## config.mk

```make
export PLATFORM = sky130hd
export DESIGN_NAME = arm_decode_stage_flat
export DESIGN_NICKNAME = d
export VERILOG_FILES = /design/src/rtl/arm_decode_pkg.sv /design/src/rtl/arm_decode_if.sv /design/src/rtl/arm_decode_comb.sv /design/src/rtl/arm_decode_stage.sv /design/src/flat_wrapper.sv
export SDC_FILE = /design/constraint.sdc
export NUM_CORES = 1
export LEC_CHECK = 0
export CORE_ASPECT_RATIO = 1.1
export CORE_MARGIN = 2
export CORE_UTILIZATION = 51
export CTS_CLUSTER_DIAMETER = 100
export DETAILED_ROUTE_END_ITERATION = 12
export PLACE_DENSITY = 0.86
export SYNTH_ARGS = -nofsm -noshare
export SYNTH_HDL_FRONTEND = slang
export SYNTH_SLANG_ARGS = --single-unit
```

## constraint.sdc

```tcl
create_clock -name clk -period 3.97 [get_ports clk]
set_input_delay 0.5955 -clock clk [delete_from_list [all_inputs] [get_ports clk]]
set_output_delay 0.5955 -clock clk [all_outputs]
set_load 0.01 [all_outputs]
```

## src/rtl/arm_decode_pkg.sv

```systemverilog
// Shared types and constants for the ARM data-processing/multiply decode stage.
package arm_decode_pkg;

   // Micro-op class presented to the execute stage.
   typedef enum logic [3:0] {
      MODE_NONE   = 4'd0,
      MODE_DP_ALU = 4'd1,
      MODE_DP_MOV = 4'd2,
      MODE_MUL    = 4'd3,
      MODE_MLA    = 4'd4,
      MODE_MUL_LO = 4'd5,
      MODE_MUL_HI = 4'd6
   } mode_e;

   localparam logic [3:0] OP_AND = 4'h0, OP_EOR = 4'h1, OP_SUB = 4'h2, OP_RSB = 4'h3;
   localparam logic [3:0] OP_ADD = 4'h4, OP_ADC = 4'h5, OP_SBC = 4'h6, OP_RSC = 4'h7;
   localparam logic [3:0] OP_TST = 4'h8, OP_TEQ = 4'h9, OP_CMP = 4'hA, OP_CMN = 4'hB;
   localparam logic [3:0] OP_ORR = 4'hC, OP_MOV = 4'hD, OP_BIC = 4'hE, OP_MVN = 4'hF;

   localparam logic [3:0] COND_EQ = 4'h0, COND_NE = 4'h1, COND_CS = 4'h2, COND_CC = 4'h3;
   localparam logic [3:0] COND_MI = 4'h4, COND_PL = 4'h5, COND_VS = 4'h6, COND_VC = 4'h7;
   localparam logic [3:0] COND_HI = 4'h8, COND_LS = 4'h9, COND_GE = 4'hA, COND_LT = 4'hB;
   localparam logic [3:0] COND_GT = 4'hC, COND_LE = 4'hD, COND_AL = 4'hE, COND_NV = 4'hF;

   // Logic-unit function select (logicidx) when islogic is set.
   localparam logic [2:0] LOGIC_AND = 3'd0, LOGIC_EOR = 3'd1, LOGIC_ORR = 3'd2, LOGIC_PASSB = 3'd3;

   typedef struct packed {
      logic       invert_a;
      logic       invert_b;
      logic       islogic;
      logic       alu_cin;
      logic [2:0] logicidx;
      logic       special;    // carry-in comes from the C flag (ADC/SBC/RSC)
   } alu_ctl_t;

   // ARM condition evaluation on {N,Z,C,V}; the NV slot never passes.
   function automatic logic cond_pass(input logic [3:0] cond, input logic [3:0] nzcv);
      logic n, z, c, v;
      {n, z, c, v} = nzcv;
      case (cond)
         COND_EQ: cond_pass = z;
         COND_NE: cond_pass = !z;
         COND_CS: cond_pass = c;
         COND_CC: cond_pass = !c;
         COND_MI: cond_pass = n;
         COND_PL: cond_pass = !n;
         COND_VS: cond_pass = v;
         COND_VC: cond_pass = !v;
         COND_HI: cond_pass = c && !z;
         COND_LS: cond_pass = !c || z;
         COND_GE: cond_pass = (n == v);
         COND_LT: cond_pass = (n != v);
         COND_GT: cond_pass = !z && (n == v);
         COND_LE: cond_pass = z || (n != v);
         COND_AL: cond_pass = 1'b1;
         default: cond_pass = 1'b0;
      endcase
   endfunction

endpackage

```

## src/rtl/arm_decode_if.sv

```systemverilog
// Fetch-side and execute-side handshake bundle of the decode stage.
interface arm_decode_if #(
   parameter int REG_IDX_W = 4,
   parameter int SHAMT_W   = 5
);
   logic                 in_valid;
   logic                 in_ready;
   logic [31:0]          in_instr;
   logic [3:0]           flags_nzcv;
   logic                 out_valid;
   logic                 out_ready;
   logic [3:0]           out_mode;
   logic [7:0]           out_alu_ctl;
   logic [2+SHAMT_W:0]   out_shift;
   logic [1:0]           out_imm;
   logic [REG_IDX_W-1:0] out_rn, out_rd, out_rm, out_rs;
   logic                 out_reg_w, out_s_on, out_cond_pass, out_illegal;

   // Environment side: supplies instructions and consumes uops.
   modport master (
      output in_valid, in_instr, flags_nzcv, out_ready,
      input  in_ready, out_valid, out_mode, out_alu_ctl, out_shift, out_imm,
             out_rn, out_rd, out_rm, out_rs, out_reg_w, out_s_on, out_cond_pass, out_illegal
   );

   // Decode stage side.
   modport slave (
      input  in_valid, in_instr, flags_nzcv, out_ready,
      output in_ready, out_valid, out_mode, out_alu_ctl, out_shift, out_imm,
             out_rn, out_rd, out_rm, out_rs, out_reg_w, out_s_on, out_cond_pass, out_illegal
   );
endinterface

```

## src/rtl/arm_decode_comb.sv

```systemverilog
// Purely combinational instruction -> uop field decoder.
module arm_decode_comb
   import arm_decode_pkg::*;
#(
   parameter int REG_IDX_W   = 4,
   parameter int SHAMT_W     = 5,
   parameter int LONG_MUL_EN = 1,
   parameter int COND_EN     = 1
) (
   input  logic [31:0]          instr,
   input  logic [3:0]           nzcv,
   input  logic                 hi_sel,     // produce the RdHi half of a long multiply
   output mode_e                mode,
   output alu_ctl_t             alu_ctl,
   output logic [2+SHAMT_W:0]   shift,
   output logic [1:0]           imm,
   output logic [REG_IDX_W-1:0] rn, rd, rm, rs,
   output logic                 reg_w, s_on, cond_ok, illegal,
   output logic                 long_mul    // passing long multiply: a HI uop must follow
);
   logic [3:0] op;
   logic       cp;
   logic       is_mul;

   // Field decode; illegal encodings collapse to an all-zero uop flagged illegal.
   always_comb begin
      mode     = MODE_NONE;
      alu_ctl  = '0;
      shift    = '0;
      imm      = '0;
      rn       = '0;
      rd       = '0;
      rm       = '0;
      rs       = '0;
      reg_w    = 1'b0;
      s_on     = 1'b0;
      illegal  = 1'b0;
      long_mul = 1'b0;
      op       = instr[24:21];
      cp       = (COND_EN != 0) ? cond_pass(instr[31:28], nzcv) : 1'b1;
      cond_ok  = cp;
      is_mul   = (instr[27:24] == 4'b0000) && (instr[7:4] == 4'b1001);

      if ((COND_EN != 0) && (instr[31:28] == COND_NV)) illegal = 1'b1;

      if (instr[27:26] != 2'b00) begin
         illegal = 1'b1;
      end else if (is_mul) begin
         rs    = REG_IDX_W'(instr[11:8]);
         rm    = REG_IDX_W'(instr[3:0]);
         reg_w = 1'b1;
         s_on  = instr[20];
         if (instr[23]) begin
            if (LONG_MUL_EN != 0) begin
               long_mul         = 1'b1;
               alu_ctl.logicidx = {1'b0, instr[22], instr[21]};   // {signed, accumulate}
               if (hi_sel) begin
                  mode = MODE_MUL_HI;
                  rd   = REG_IDX_W'(instr[19:16]);
                  rn   = REG_IDX_W'(instr[19:16]);
               end else begin
                  mode = MODE_MUL_LO;
                  rd   = REG_IDX_W'(instr[15:12]);
                  rn   = REG_IDX_W'(instr[15:12]);
               end
            end else begin
               illegal = 1'b1;
            end
         end else if (instr[22]) begin
            illegal = 1'b1;
         end else begin
            mode = instr[21] ? MODE_MLA : MODE_MUL;
            rd   = REG_IDX_W'(instr[19:16]);
            rn   = REG_IDX_W'(instr[15:12]);
         end
      end else if (!instr[25] && instr[7] && instr[4]) begin
         // Halfword/swap extension space is not handled by this stage.
         illegal = 1'b1;
      end else begin
         mode  = (op == OP_MOV || op == OP_MVN) ? MODE_DP_MOV : MODE_DP_ALU;
         rn    = REG_IDX_W'(instr[19:16]);
         rd    = REG_IDX_W'(instr[15:12]);
         rm    = REG_IDX_W'(instr[3:0]);
         reg_w = 1'b1;
         s_on  = instr[20];
         case (op)
            OP_AND, OP_TST: begin alu_ctl.islogic = 1'b1; alu_ctl.logicidx = LOGIC_AND; end
            OP_EOR, OP_TEQ: begin alu_ctl.islogic = 1'b1; alu_ctl.logicidx = LOGIC_EOR; end
            OP_SUB, OP_CMP: begin alu_ctl.invert_b = 1'b1; alu_ctl.alu_cin = 1'b1; end
            OP_RSB:         begin alu_ctl.invert_a = 1'b1; alu_ctl.alu_cin = 1'b1; end
            OP_ADC:         begin alu_ctl.special = 1'b1; end
            OP_SBC:         begin alu_ctl.invert_b = 1'b1; alu_ctl.special = 1'b1; end
            OP_RSC:         begin alu_ctl.invert_a = 1'b1; alu_ctl.special = 1'b1; end
            OP_ORR:         begin alu_ctl.islogic = 1'b1; alu_ctl.logicidx = LOGIC_ORR; end
            OP_MOV:         begin alu_ctl.islogic = 1'b1; alu_ctl.logicidx = LOGIC_PASSB; end
            OP_BIC:         begin alu_ctl.invert_b = 1'b1; alu_ctl.islogic = 1'b1; alu_ctl.logicidx = LOGIC_AND; end
            OP_MVN:         begin alu_ctl.invert_b = 1'b1; alu_ctl.islogic = 1'b1; alu_ctl.logicidx = LOGIC_PASSB; end
            default:        ;   // ADD/CMN: plain add
         endcase
         // Compares only set flags; without S the slot belongs to other instructions.
         if (op[3:2] == 2'b10) begin
            reg_w = 1'b0;
            if (!instr[20]) illegal = 1'b1;
         end
         if (instr[25]) begin
            shift = {3'b011, SHAMT_W'({instr[11:8], 1'b0})};
            imm   = 2'b10;
         end else if (instr[4]) begin
            shift = {1'b1, instr[6:5], SHAMT_W'(0)};
            rs    = REG_IDX_W'(instr[11:8]);
         end else begin
            shift = {1'b0, instr[6:5], SHAMT_W'(instr[11:7])};
            imm   = 2'b01;
         end
      end

      if (illegal) begin
         mode     = MODE_NONE;
         alu_ctl  = '0;
         shift    = '0;
         imm      = '0;
         rn       = '0;
         rd       = '0;
         rm       = '0;
         rs       = '0;
         reg_w    = 1'b0;
         s_on     = 1'b0;
         long_mul = 1'b0;
      end else if (!cp) begin
         reg_w    = 1'b0;
         s_on     = 1'b0;
         long_mul = 1'b0;
      end
   end
endmodule

```

## src/rtl/arm_decode_stage.sv

```systemverilog
// Registered decode stage: accepts one instruction, issues one uop (two for long multiplies).
module arm_decode_stage
   import arm_decode_pkg::*;
#(
   parameter int REG_IDX_W   = 4,
   parameter int SHAMT_W     = 5,
   parameter int LONG_MUL_EN = 1,
   parameter int COND_EN     = 1
) (
   input logic        clk,
   input logic        rst_n,
   input logic        flush,
   arm_decode_if.slave bus
);
   typedef enum logic {ST_IDLE, ST_HI} state_e;

   typedef struct packed {
      logic [3:0]           mode;
      logic [7:0]           alu;
      logic [2+SHAMT_W:0]   shift;
      logic [1:0]           imm;
      logic [REG_IDX_W-1:0] rn, rd, rm, rs;
      logic                 reg_w, s_on, cond_pass, illegal;
   } uop_t;

   state_e               state;
   logic                 vld_p1;
   uop_t                 uop_p1;
   uop_t                 c_uop;
   logic [31:0]          hold_instr;
   logic [3:0]           hold_nzcv;
   logic                 accept;
   logic                 in_hi;

   mode_e                c_mode;
   alu_ctl_t             c_alu;
   logic [2+SHAMT_W:0]   c_shift;
   logic [1:0]           c_imm;
   logic [REG_IDX_W-1:0] c_rn, c_rd, c_rm, c_rs;
   logic                 c_reg_w, c_s_on, c_cond, c_ill, c_long;

   assign in_hi       = (state == ST_HI);
   assign bus.in_ready = (state == ST_IDLE) && (!vld_p1 || bus.out_ready);
   assign accept      = bus.in_valid && bus.in_ready && !flush;

   // In HI the decoder re-reads the saved instruction and flags to build the RdHi uop.
   arm_decode_comb #(
      .REG_IDX_W  (REG_IDX_W),
      .SHAMT_W    (SHAMT_W),
      .LONG_MUL_EN(LONG_MUL_EN),
      .COND_EN    (COND_EN)
   ) u_comb (
      .instr   (in_hi ? hold_instr : bus.in_instr),
      .nzcv    (in_hi ? hold_nzcv : bus.flags_nzcv),
      .hi_sel  (in_hi),
      .mode    (c_mode),
      .alu_ctl (c_alu),
      .shift   (c_shift),
      .imm     (c_imm),
      .rn      (c_rn),
      .rd      (c_rd),
      .rm      (c_rm),
      .rs      (c_rs),
      .reg_w   (c_reg_w),
      .s_on    (c_s_on),
      .cond_ok (c_cond),
      .illegal (c_ill),
      .long_mul(c_long)
   );

   assign c_uop = {c_mode, c_alu, c_shift, c_imm, c_rn, c_rd, c_rm, c_rs,
                   c_reg_w, c_s_on, c_cond, c_ill};

   // Instruction and flags saved at acceptance for the second long-multiply uop.
   always_ff @(posedge clk) begin
      if (accept) begin
         hold_instr <= bus.in_instr;
         hold_nzcv  <= bus.flags_nzcv;
      end
   end

   // Stage p1: uop register, valid and IDLE/HI sequencing.
   always_ff @(posedge clk or negedge rst_n) begin
      if (!rst_n) begin
         state  <= ST_IDLE;
         vld_p1 <= 1'b0;
         uop_p1 <= '0;
      end else if (flush) begin
         state  <= ST_IDLE;
         vld_p1 <= 1'b0;
      end else if (state == ST_IDLE) begin
         if (accept) begin
            vld_p1 <= 1'b1;
            uop_p1 <= c_uop;
            state  <= c_long ? ST_HI : ST_IDLE;
         end else if (bus.out_ready) begin
            vld_p1 <= 1'b0;
         end
      end else if (vld_p1 && bus.out_ready) begin
         if (uop_p1.mode == 4'(MODE_MUL_LO)) begin
            uop_p1 <= c_uop;
         end else begin
            vld_p1 <= 1'b0;
            state  <= ST_IDLE;
         end
      end
   end

   assign bus.out_valid     = vld_p1;
   assign bus.out_mode      = uop_p1.mode;
   assign bus.out_alu_ctl   = uop_p1.alu;
   assign bus.out_shift     = uop_p1.shift;
   assign bus.out_imm       = uop_p1.imm;
   assign bus.out_rn        = uop_p1.rn;
   assign bus.out_rd        = uop_p1.rd;
   assign bus.out_rm        = uop_p1.rm;
   assign bus.out_rs        = uop_p1.rs;
   assign bus.out_reg_w     = uop_p1.reg_w;
   assign bus.out_s_on      = uop_p1.s_on;
   assign bus.out_cond_pass = uop_p1.cond_pass;
   assign bus.out_illegal   = uop_p1.illegal;
endmodule
```

## src/flat_wrapper.sv

```systemverilog
// flat-port wrapper written by rule: the top's interface ports become plain ports
module arm_decode_stage_flat import arm_decode_pkg::*;
#(
   parameter int REG_IDX_W   = 4,
   parameter int SHAMT_W     = 5,
   parameter int LONG_MUL_EN = 1,
   parameter int COND_EN     = 1
)
  (clk, rst_n, flush, bus_in_valid, bus_in_instr, bus_flags_nzcv, bus_out_ready, bus_in_ready, bus_out_valid, bus_out_mode, bus_out_alu_ctl, bus_out_shift, bus_out_imm, bus_out_rn, bus_out_rd, bus_out_rm, bus_out_rs, bus_out_reg_w, bus_out_s_on, bus_out_cond_pass, bus_out_illegal);
  arm_decode_if #(.REG_IDX_W(REG_IDX_W), .SHAMT_W(SHAMT_W)) bus_i ();
  input logic clk;
  input logic rst_n;
  input logic flush;
  input wire logic [$bits(bus_i.in_valid)-1:0] bus_in_valid;
  input wire logic [$bits(bus_i.in_instr)-1:0] bus_in_instr;
  input wire logic [$bits(bus_i.flags_nzcv)-1:0] bus_flags_nzcv;
  input wire logic [$bits(bus_i.out_ready)-1:0] bus_out_ready;
  output wire logic [$bits(bus_i.in_ready)-1:0] bus_in_ready;
  output wire logic [$bits(bus_i.out_valid)-1:0] bus_out_valid;
  output wire logic [$bits(bus_i.out_mode)-1:0] bus_out_mode;
  output wire logic [$bits(bus_i.out_alu_ctl)-1:0] bus_out_alu_ctl;
  output wire logic [$bits(bus_i.out_shift)-1:0] bus_out_shift;
  output wire logic [$bits(bus_i.out_imm)-1:0] bus_out_imm;
  output wire logic [$bits(bus_i.out_rn)-1:0] bus_out_rn;
  output wire logic [$bits(bus_i.out_rd)-1:0] bus_out_rd;
  output wire logic [$bits(bus_i.out_rm)-1:0] bus_out_rm;
  output wire logic [$bits(bus_i.out_rs)-1:0] bus_out_rs;
  output wire logic [$bits(bus_i.out_reg_w)-1:0] bus_out_reg_w;
  output wire logic [$bits(bus_i.out_s_on)-1:0] bus_out_s_on;
  output wire logic [$bits(bus_i.out_cond_pass)-1:0] bus_out_cond_pass;
  output wire logic [$bits(bus_i.out_illegal)-1:0] bus_out_illegal;
  assign bus_i.in_valid = bus_in_valid;
  assign bus_i.in_instr = bus_in_instr;
  assign bus_i.flags_nzcv = bus_flags_nzcv;
  assign bus_i.out_ready = bus_out_ready;
  assign bus_in_ready = bus_i.in_ready;
  assign bus_out_valid = bus_i.out_valid;
  assign bus_out_mode = bus_i.out_mode;
  assign bus_out_alu_ctl = bus_i.out_alu_ctl;
  assign bus_out_shift = bus_i.out_shift;
  assign bus_out_imm = bus_i.out_imm;
  assign bus_out_rn = bus_i.out_rn;
  assign bus_out_rd = bus_i.out_rd;
  assign bus_out_rm = bus_i.out_rm;
  assign bus_out_rs = bus_i.out_rs;
  assign bus_out_reg_w = bus_i.out_reg_w;
  assign bus_out_s_on = bus_i.out_s_on;
  assign bus_out_cond_pass = bus_i.out_cond_pass;
  assign bus_out_illegal = bus_i.out_illegal;
  arm_decode_stage #(.REG_IDX_W(REG_IDX_W), .SHAMT_W(SHAMT_W), .LONG_MUL_EN(LONG_MUL_EN), .COND_EN(COND_EN)) u_core (.clk(clk), .rst_n(rst_n), .flush(flush), .bus(bus_i));
endmodule
```

== Word-level counts from Yosys, hierarchy flattened ==
Cells that the tools add are included.
Word-level totals
  output and inout port bits: 44
  input bits: 41
  logic and storage cells: 190
  register bits after elaboration: 80
Operators by class
  mux-type cells: 100
  bitwise logic cells: 2
  reductions and logical operators: 35
  equality and inequality tests: 37
Operators by type and width (number)
  $mux W42: 4
  $mux W4: 29
  $mux W8: 9
  $eq A4 B4 Y1 const B: 16
  $mux W1: 43
  $eq A4 B3 Y1 const B: 8
  $mux W32: 1
  $mux W2: 9
  $eq A4 B2 Y1 const B: 4
  $pmux W1 S15: 1
  $logic_not A4 Y1: 3
  $logic_and A1 B1 Y1: 9
  $mux W3: 3
  $eq A4 B1 Y1 const B: 2
  $reduce_or A8 Y1: 1
  $logic_not A1 Y1: 7
  $ne A3 B3 Y1 const B: 2
  $pmux W2 S3: 1
  $reduce_or A2 Y1: 3
  $reduce_or A3 Y1: 2
  $reduce_or A5 Y1: 1
  $logic_or A1 B1 Y1: 4
  $ne A2 B2 Y1 const B: 2
  $reduce_and A4 Y1: 1
  7 further kinds: 9

== Logic depth before layout (Yosys ltp) ==
Gate-level depths: netlist of run 1.
  depth after elaboration: 13
  mapped depth: 10
  mapped depth without buffers: 6

== Cells and area by module ==
Synthesis of run 1 repeated with hierarchy kept, for this count alone.
Unflattened totals
  cells, all modules: 341
  area, all modules: 4155.2 µm²
By module, submodules not included
  arm_decode_stage: cells an instance 182, times used 1, area each 3241.9 µm², seq. area each 2182.1 µm²
  arm_decode_comb: cells an instance 159, times used 1, area each 913.4 µm², seq. area each 0.0 µm²

== Worst setup path before layout of run 1 ==
OpenSTA, ideal clock, no wires.
  kind: in2reg
  start: in bus_in_valid
  end: reg u_core.state, in the netlist u_core.in_hi
  buffers on the path: 0
  slack: 1036 ps
  setup time: 98 ps
  data arrival time: 2837 ps
  cell stages on the path: 5
  data required time: 3872 ps
  cells stage by stage: nand2b_1 a21o_1 nor2_1 nand4_1 o31ai_1
Between the ends
  longest elaborated chain between the ends: 5
Ends and longest elaborated chain
  start, declared: RTL line flat_wrapper.sv:14  | input wire logic [$bits(bus_i.in_valid)-1:0] bus_in_valid;
  $logic_and A1 B1 Y1 (2 in a row): RTL line arm_decode_stage.sv:44  | assign accept = bus.in_valid && bus.in_ready && !flush;
  net u_core.accept: RTL line arm_decode_stage.sv:32  | logic accept;
  $mux W1: RTL line arm_decode_stage.sv:92  | if (accept) begin
  $mux W1: RTL line arm_decode_stage.sv:91  | end else if (state == ST_IDLE) begin
  $mux W1: RTL line arm_decode_stage.sv:88  | end else if (flush) begin
  end signal, assigned: RTL line arm_decode_stage.sv:95  | state <= c_long ? ST_HI : ST_IDLE;
  end, declared: RTL line arm_decode_stage.sv:26  | state_e state;
The timed path passes the listed nets, and every way through them passes these cells.
A chain may end at the register's enable or synchronous reset.

== Worst setup path in the final report of run 1 ==
  start: in bus_in_instr[25]
  end: reg u_core.uop_p1, in the netlist u_core.bus.out_alu_ctl[1]
Between the ends
  longest elaborated chain between the ends: 11
  elaborated cells on any way between the ends: 17
  classes of those cells: mux: 12; reduce/logical: 5
Ends and longest elaborated chain
  start, declared: RTL line flat_wrapper.sv:15  | input wire logic [$bits(bus_i.in_instr)-1:0] bus_in_instr;
  $mux W32 (*): RTL line arm_decode_stage.sv:53  | .instr (in_hi ? hold_instr : bus.in_instr),
  $logic_not A1 Y1: RTL line arm_decode_comb.sv:76  | end else if (!instr[25] && instr[7] && instr[4]) begin
  $logic_and A1 B1 Y1 (2 in a row): RTL line arm_decode_comb.sv:76
  $mux W8 or $mux W1 (tied branches): RTL line arm_decode_comb.sv:76
  $mux W3 or $mux W1 (tied branches): RTL line arm_decode_comb.sv:48  | end else if (is_mul) begin
  $mux W8 or $mux W1 (tied branches): RTL line arm_decode_comb.sv:46  | if (instr[27:26] != 2'b00) begin
  $mux W8 (*): RTL line arm_decode_comb.sv:117  | if (illegal) begin
  $mux W42: RTL line arm_decode_stage.sv:100  | if (uop_p1.mode == 4'(MODE_MUL_LO)) begin
  $mux W42: RTL line arm_decode_stage.sv:99  | end else if (vld_p1 && bus.out_ready) begin
  $mux W42 (*): RTL line arm_decode_stage.sv:91
  end signal, assigned: RTL line arm_decode_stage.sv:94  | uop_p1 <= c_uop;
  end signal, assigned: RTL line arm_decode_stage.sv:101  | uop_p1 <= c_uop;
  end, declared: RTL line arm_decode_stage.sv:28  | uop_t uop_p1;
Every way passes the cells marked *; elsewhere a longest branch is shown, timed or not. The select of a mux whose other input is x is not followed.

==> results of run 1 <==
-- routing by layer --
metal | wire length (um) | vias to the layer above
met1 | 3849 | 1501
met2 | 4412 | 126
met4 | 183 | 0
met3 | 618 | 15
met5 | 0 | -
li1 | - | 1482
-- sequential cells by signal, indices dropped and copies added (netlist names), 3 cells and up --
name                    flops
u_core.bus.out_shift        8
u_core.bus.out_rn           4
u_core.bus.out_rm           4
u_core.hold_nzcv            4
u_core.hold_instr          32
u_core.bus.out_rs           4
u_core.bus.out_alu_ctl      7
u_core.bus.out_mode         3
u_core.bus.out_rd           4
-- layout make-up --
type	instances	area, um2
Fill cell	568	2427
Sequential cell	78	2133
Multi-Input combinational cell	253	1600
Timing Repair Buffer	90	875.8
Clock buffer	10	137.6
Tap cell	87	108.9
Clock inverter	6	92.59
Inverter	4	15.01
-- cells by family (layout without fill, tap and decap cells) --
family | count (synthesis) | after routing
AND/OR/NAND/NOR | 110 | 110
multiplexers | 29 | 29
flip-flops | 78 | 78
XOR/XNOR | 5 | 5
other | 1 | 2
AO/OA/AOI/OAI | 107 | 107
buffers and inverters | 27 | 110
-- critical path, delay by kind of cell --
family                 cells  cell delay, ns
AOI/OAI and AO/OA          3            0.93
buffers and inverters      3            0.95
and+or+nand+nor            3            0.62
-- report_power, final --
part / total [mW] / switching, mW / internal, mW / leakage [nW]
sequential: 0.911 / 0.0224 / 0.888 / 0.906
clock: 0.684 / 0.308 / 0.376 / 0.117
combinational: 0.248 / 0.126 / 0.121 / 0.845
total: 1.84 / 0.457 / 1.39 / 1.87
-- cells in the final DEF, fill, tap and decap left out, drive strengths merged, types with 3 or more instances in the layout --
cell type,instances
nand3,8
nor2,16
or3b,3
nand2,50
nand3b,3
dfrtp,42
mux2,5
or3,3
o32ai,3
clkdlybuf4s50,81
clkbuf,10
nand2b,6
nor2b,9
a21o,3
xor2,5
nor3b,3
a21oi,28
mux2i,24
o41ai,4
o21ai,34
buf,9
edfxtp,36
o31ai,18
inv,6
or2,3
-- worst max-delay path by stage --
stage	start	end	slack, ns	cells after the start
2_1_floorplan	bus_in_valid	u_core.in_hi	1.04	5
3_3_place_gp	bus_in_instr[25]	u_core.bus.out_alu_ctl[1]	0.84	9
3_5_place_dp	bus_in_instr[25]	u_core.bus.out_alu_ctl[1]	0.76	9
4_1_cts	bus_in_instr[25]	u_core.bus.out_alu_ctl[1]	1.15	9
5_1_grt	bus_in_instr[25]	u_core.bus.out_alu_ctl[1]	0.92	9
6_report	bus_in_instr[25]	u_core.bus.out_alu_ctl[1]	1.11	9
==> flow_metrics.tcl, run 1 <==
set metrics [dict create \
    outcome "complete, no violations" \
    maxCapViolCount 0 \
    dpl_cell_area_um2 4733 \
    grt_pass1_vias 2997 \
    initialDrtViolationCount 224 \
    synth-simple-area-share_pct 14.01 \
    ios 85 \
    synth_top_family_by_area "compound AO/OA/AOI/OAI gates" \
    worstPathRequired_ns 4.21 \
    yosys-mux-area-fraction_pct 7.705 \
    power.total_mw 1.843 \
    viasPerCell 5.917 \
    pre_cts_ws_ns 0.7616 \
    synth.avg_cell_area_um2 10.78 \
    ctsHoldBuffers 0 \
    area_delta_synth_final_pct 28.97 \
    clockRootBuffer "clkbuf_8" \
    worst_slack_ns 1.115 \
    drt-total-wl_um 9064 \
    synth_xor_area_share_pct 1.138 \
    final_cells 528 \
    fin_worst_skew_ns 0.008337 \
    gr-usage-met1_pct 30.14 \
    ir_drop_v 0.0001525 \
    synth_seq_cells 78 \
    cts_tree "built" \
    setup_viol 0 \
    overflow 0 \
    dp_cells 512 \
    antenna_cells 0 \
    slew_headroom_pct 39.60 \
    synthTopCellsByArea "edfxtp_1 28%, dfrtp_1 27%, mux2i_1 6.2%, nand2_1 4.9%, o21ai_0 4.3%" \
    drive_gt1_share_pct 9.977 \
    ys_types 49 \
    die_x_um 86.83 \
    fmax_mhz 350.2 \
    fin_crit_ns 2.855 \
    dieArea_um2 8258 \
    cp_slowest_cell "clkdlybuf4s50_1" \
    fin_crit_sh_pct 71.92 \
    finalSetupTns_ns 0 \
    cts_buffers 9 \
    synth-adder-area-share_pct 0 \
    power.density_nw_per_um2 371.3 \
    drc 0 \
    power.leakage_nw 1.869 \
    fin_hold_ws_ns 0.3503 \
    gp_congestion 0.8480 \
    grtUsageMet3_pct 4.935 \
    ant_nets 0 \
    grt_usage_pct 22.62 \
    reg2reg_to "u_core.bus.out_rs[1]" \
    yosysSeqAreaShare_pct 55.40 \
    synth-edff-count 36 \
    yosys.area.top_type_share_pct 28.09 \
    crit_path_end_kind "flip-flop" \
    cp_common_cell "buf_4" \
    h-tree-depth 3 \
    tightest_slew_ns 0.9060 \
    clock_latency_ns 0.36 \
    yosysTopAreaCell "edfxtp_1" \
    hp-class "primary input to asynchronous set/reset pin" \
    post-route-util_pct 67.16 \
    dp_hpwl_um 6660 \
    yosysMostFrequentCell "nand2_1" \
    vias 3124 \
    cp_max_fo 15 \
    ys.flop_type "dfrtp_1" \
    yosysWarningCount 0 \
    cts.sinks 78 \
    path_clk_slew_ns 0.09 \
    critPathLaunchType "primary input" \
    core_um2 7391 \
    reg2regPathDepth 8 \
    grt_use_met2_pct 36.26 \
    start_util_pct 52.07 \
    rsz0062_at_grt "no" \
    path_cells "clkdlybuf4s50_1, or3_1, a222oi_1, nand2_1, buf_4, o21ai_2, buf_4, nor2_1, a32o_1" \
    dieHeight_um 95.11 \
    postSynth.asyncResetShare_pct 53.85 \
    num_rows 33 \
    clock_tree.buffer_depth 2 \
    reg2reg_from "u_core.in_hi" \
    synth_compound_area_share_pct 18.27 \
    syn_area_um2 3849 \
    hold_viol 0 \
    first_pass_iters 5 \
    synthCells 357 \
    final_net_count 477 \
    grt_max_degree 66 \
    antenna_found_initial 0 \
    synth_top_cells_by_count "50 x nand2_1, 42 x dfrtp_1, 36 x edfxtp_1, 33 x o21ai_0, 28 x a21oi_1" \
    post_cts_buffers 0 \
    cpPeakStageDelay_ns 0.52 \
    portBuffers 82 \
    top_usage_layer "met2" \
    worst-r2r-setup-slack_ns 1.26 \
    post_drt_wl_per_cell_um 17.17 \
    cts.repair.resized 0 \
    arrival_ns 3.10 \
    worstSetupPathType "primary input to flip-flop" \
    slew_violations 0 \
    grt_pass1_wl_um 14380 \
    fin_area_um2 4964 \
]
(Power assumes the default switching activity.)
==> run 2, diff against run 1 <==
--- a/config.mk
+++ b/config.mk
@@ -7,10 +7,10 @@
 export LEC_CHECK = 0
 export CORE_ASPECT_RATIO = 1.1
 export CORE_MARGIN = 2
-export CORE_UTILIZATION = 51
+export CORE_UTILIZATION = 46
 export CTS_CLUSTER_DIAMETER = 100
 export DETAILED_ROUTE_END_ITERATION = 12
-export PLACE_DENSITY = 0.86
+export PLACE_DENSITY = 0.82
 export SYNTH_ARGS = -nofsm -noshare
 export SYNTH_HDL_FRONTEND = slang
 export SYNTH_SLANG_ARGS = --single-unit
==> constraint.sdc (replaced) <==
create_clock -name clk -period 2.6 [get_ports clk]
set_input_delay 0.39 -clock clk [delete_from_list [all_inputs] [get_ports clk]]
set_output_delay 0.39 -clock clk [all_outputs]
set_load 0.01 [all_outputs]
==> flow_metrics.tcl, run 2 (synthesized netlist as in run 1, its figures left out) <==
set metrics [dict create \
    outcome "complete, no violations" \
    ir_drop_v 0.0003130 \
    dp_hpwl_um 6827 \
    fin_worst_skew_ns 0.006544 \
    clockRootBuffer "clkbuf_8" \
    regMostFlops "u_core.hold_instr" \
    portBuffers 82 \
    cts.sinks 78 \
    path_clk_slew_ns 0.08 \
    drc 0 \
    fillers 695 \
    fin_crit_ns 2.457 \
    grt_usage_pct 21.20 \
    area_delta_synth_final_pct 33.52 \
    clock_tree.buffer_depth 2 \
    grt_pass1_wl_um 15260 \
    slew_headroom_pct 55.07 \
    cts_buffers 9 \
    multiInputGateArea_um2 1613 \
    hold_viol 0 \
    power.density_nw_per_um2 550.4 \
    fin_crit_sh_pct 94.48 \
    dieArea_um2 9116 \
    first_pass_iters 5 \
    antenna_cells 0 \
    post-route-util_pct 62.42 \
    grt_max_degree 70 \
    hp-class "primary input to asynchronous set/reset pin" \
    worstSetupPathType "flip-flop to flip-flop" \
    vias 3157 \
    overflow 0 \
    post_drt_wl_per_cell_um 16.40 \
    final_cell_mix "81 x clkdlybuf4s50_1, 50 x nand2_1, 41 x dfrtp_1" \
    num_rows 35 \
    final_common_cell "clkdlybuf4s50_1" \
    ctsHoldBuffers 0 \
    largest_reg_flops 32 \
    die_x_um 91.22 \
    maxCapViolCount 0 \
    power.leakage_nw 1.953 \
    grt_pass1_vias 3122 \
    viasPerCell 5.588 \
    final_net_count 490 \
    start_util_pct 46.75 \
    finalSetupTns_ns 0 \
    setup_viol 0 \
    critPathLaunchType "flip-flop" \
    antenna_found_initial 0 \
    slew_violations 0 \
    crit_path_end_kind "flip-flop" \
    h-tree-depth 3 \
    cp_max_fo 69 \
    drive_gt1_share_pct 13.22 \
    arrival_ns 2.72 \
    core_um2 8233 \
    dieHeight_um 99.94 \
    tightest_slew_ns 0.6740 \
    fmax_mhz 407.1 \
    regArea_um2 2133 \
    rsz0062_at_grt "no" \
    ant_nets 0 \
    ios 85 \
    clock_latency_ns 0.35 \
    cts_tree "built" \
    initialDrtViolationCount 216 \
    drt-total-wl_um 9266 \
    gp_congestion 0.8323 \
    worstPathRequired_ns 2.86 \
]
run 2: stage by stage:
| step | instance area [um2] | power (mW) | setup slack (ns) | std cells | hold slack [ns] |
|---|---|---|---|---|---|
| 2_1_floorplan | 3855 | 1.582 | 0.2138 | 358 | 0.09441 |
| 3_3_place_gp | 4883 | 1.802 | -0.05202 | 547 | 0.4517 |
| 3_5_place_dp | 4883 | 1.815 | -0.1293 | 547 | 0.4608 |
| 4_1_cts | 5111 | 2.849 | 0.1433 | 563 | 0.07093 |
| 5_1_grt | 5139 | 2.948 | 0.00006128 | 565 | 0.09954 |
| 6_report | 5139 | 2.828 | 0.1434 | 565 | 0.06309 |
run 2: report_power, final:
| group | switching, mW | internal, mW |
|---|---|---|
| Sequential | 0.0355 | 1.36 |
| Clock | 0.481 | 0.556 |
| Combinational | 0.199 | 0.201 |
run 2: what timing repair did:
item,CTS,global route
resized for setup,0,3
setup endpoints to repair,0,14
buffers inserted,0,2
run 2: cell type report:
cell class / instances / area share (%)
sequential: 78 / 41.51
clock buffer: 9 / 2.411
multi-input combinational: 253 / 31.39
tap: 111 / 2.703
clock inverter: 7 / 2.021
inverter: 4 / 0.2922
timing repair buffer: 103 / 19.67
run 2: final timing paths:
| path | cells past startpoint | slack [ns] | from | to |
|---|---|---|---|---|
| max | 9 | 0.14 | u_core.in_hi | u_core.bus.out_rs[1] |
| min | 1 | 0.06 | rst_n | u_core.bus.out_rm[1] |
| max reg2reg | 9 | 0.14 | u_core.in_hi | u_core.bus.out_rs[1] |
| min reg2reg | 2 | 0.48 | u_core.bus.out_rs[2] | u_core.bus.out_rs[2] |
| max in group asynchronous | 2 | 1.92 | rst_n | u_core.bus.out_shift[3] |
| min in group clk | 2 | 0.48 | u_core.bus.out_rs[2] | u_core.bus.out_rs[2] |
run 2: worst max-delay path, stage by stage (launching register included):
cell,delay (ns)
dfrtp_2,0.47
buf_4,0.16
buf_12,0.20
and4b_1,0.28
o32ai_1,0.31
o2111a_2,0.28
o21ai_2,0.09
buf_4,0.15
a21o_1,0.20
o31ai_1,0.23
run 2: metal layers:
layer	vias to the layer above	GRT usage [%]	share of wire, %
met3	13	4.805	6.2
met4	0	6.876	1.4
met2	113	36.13	51
met1	1523	27.06	42
met5	-	0	0
li1	1508	-	-
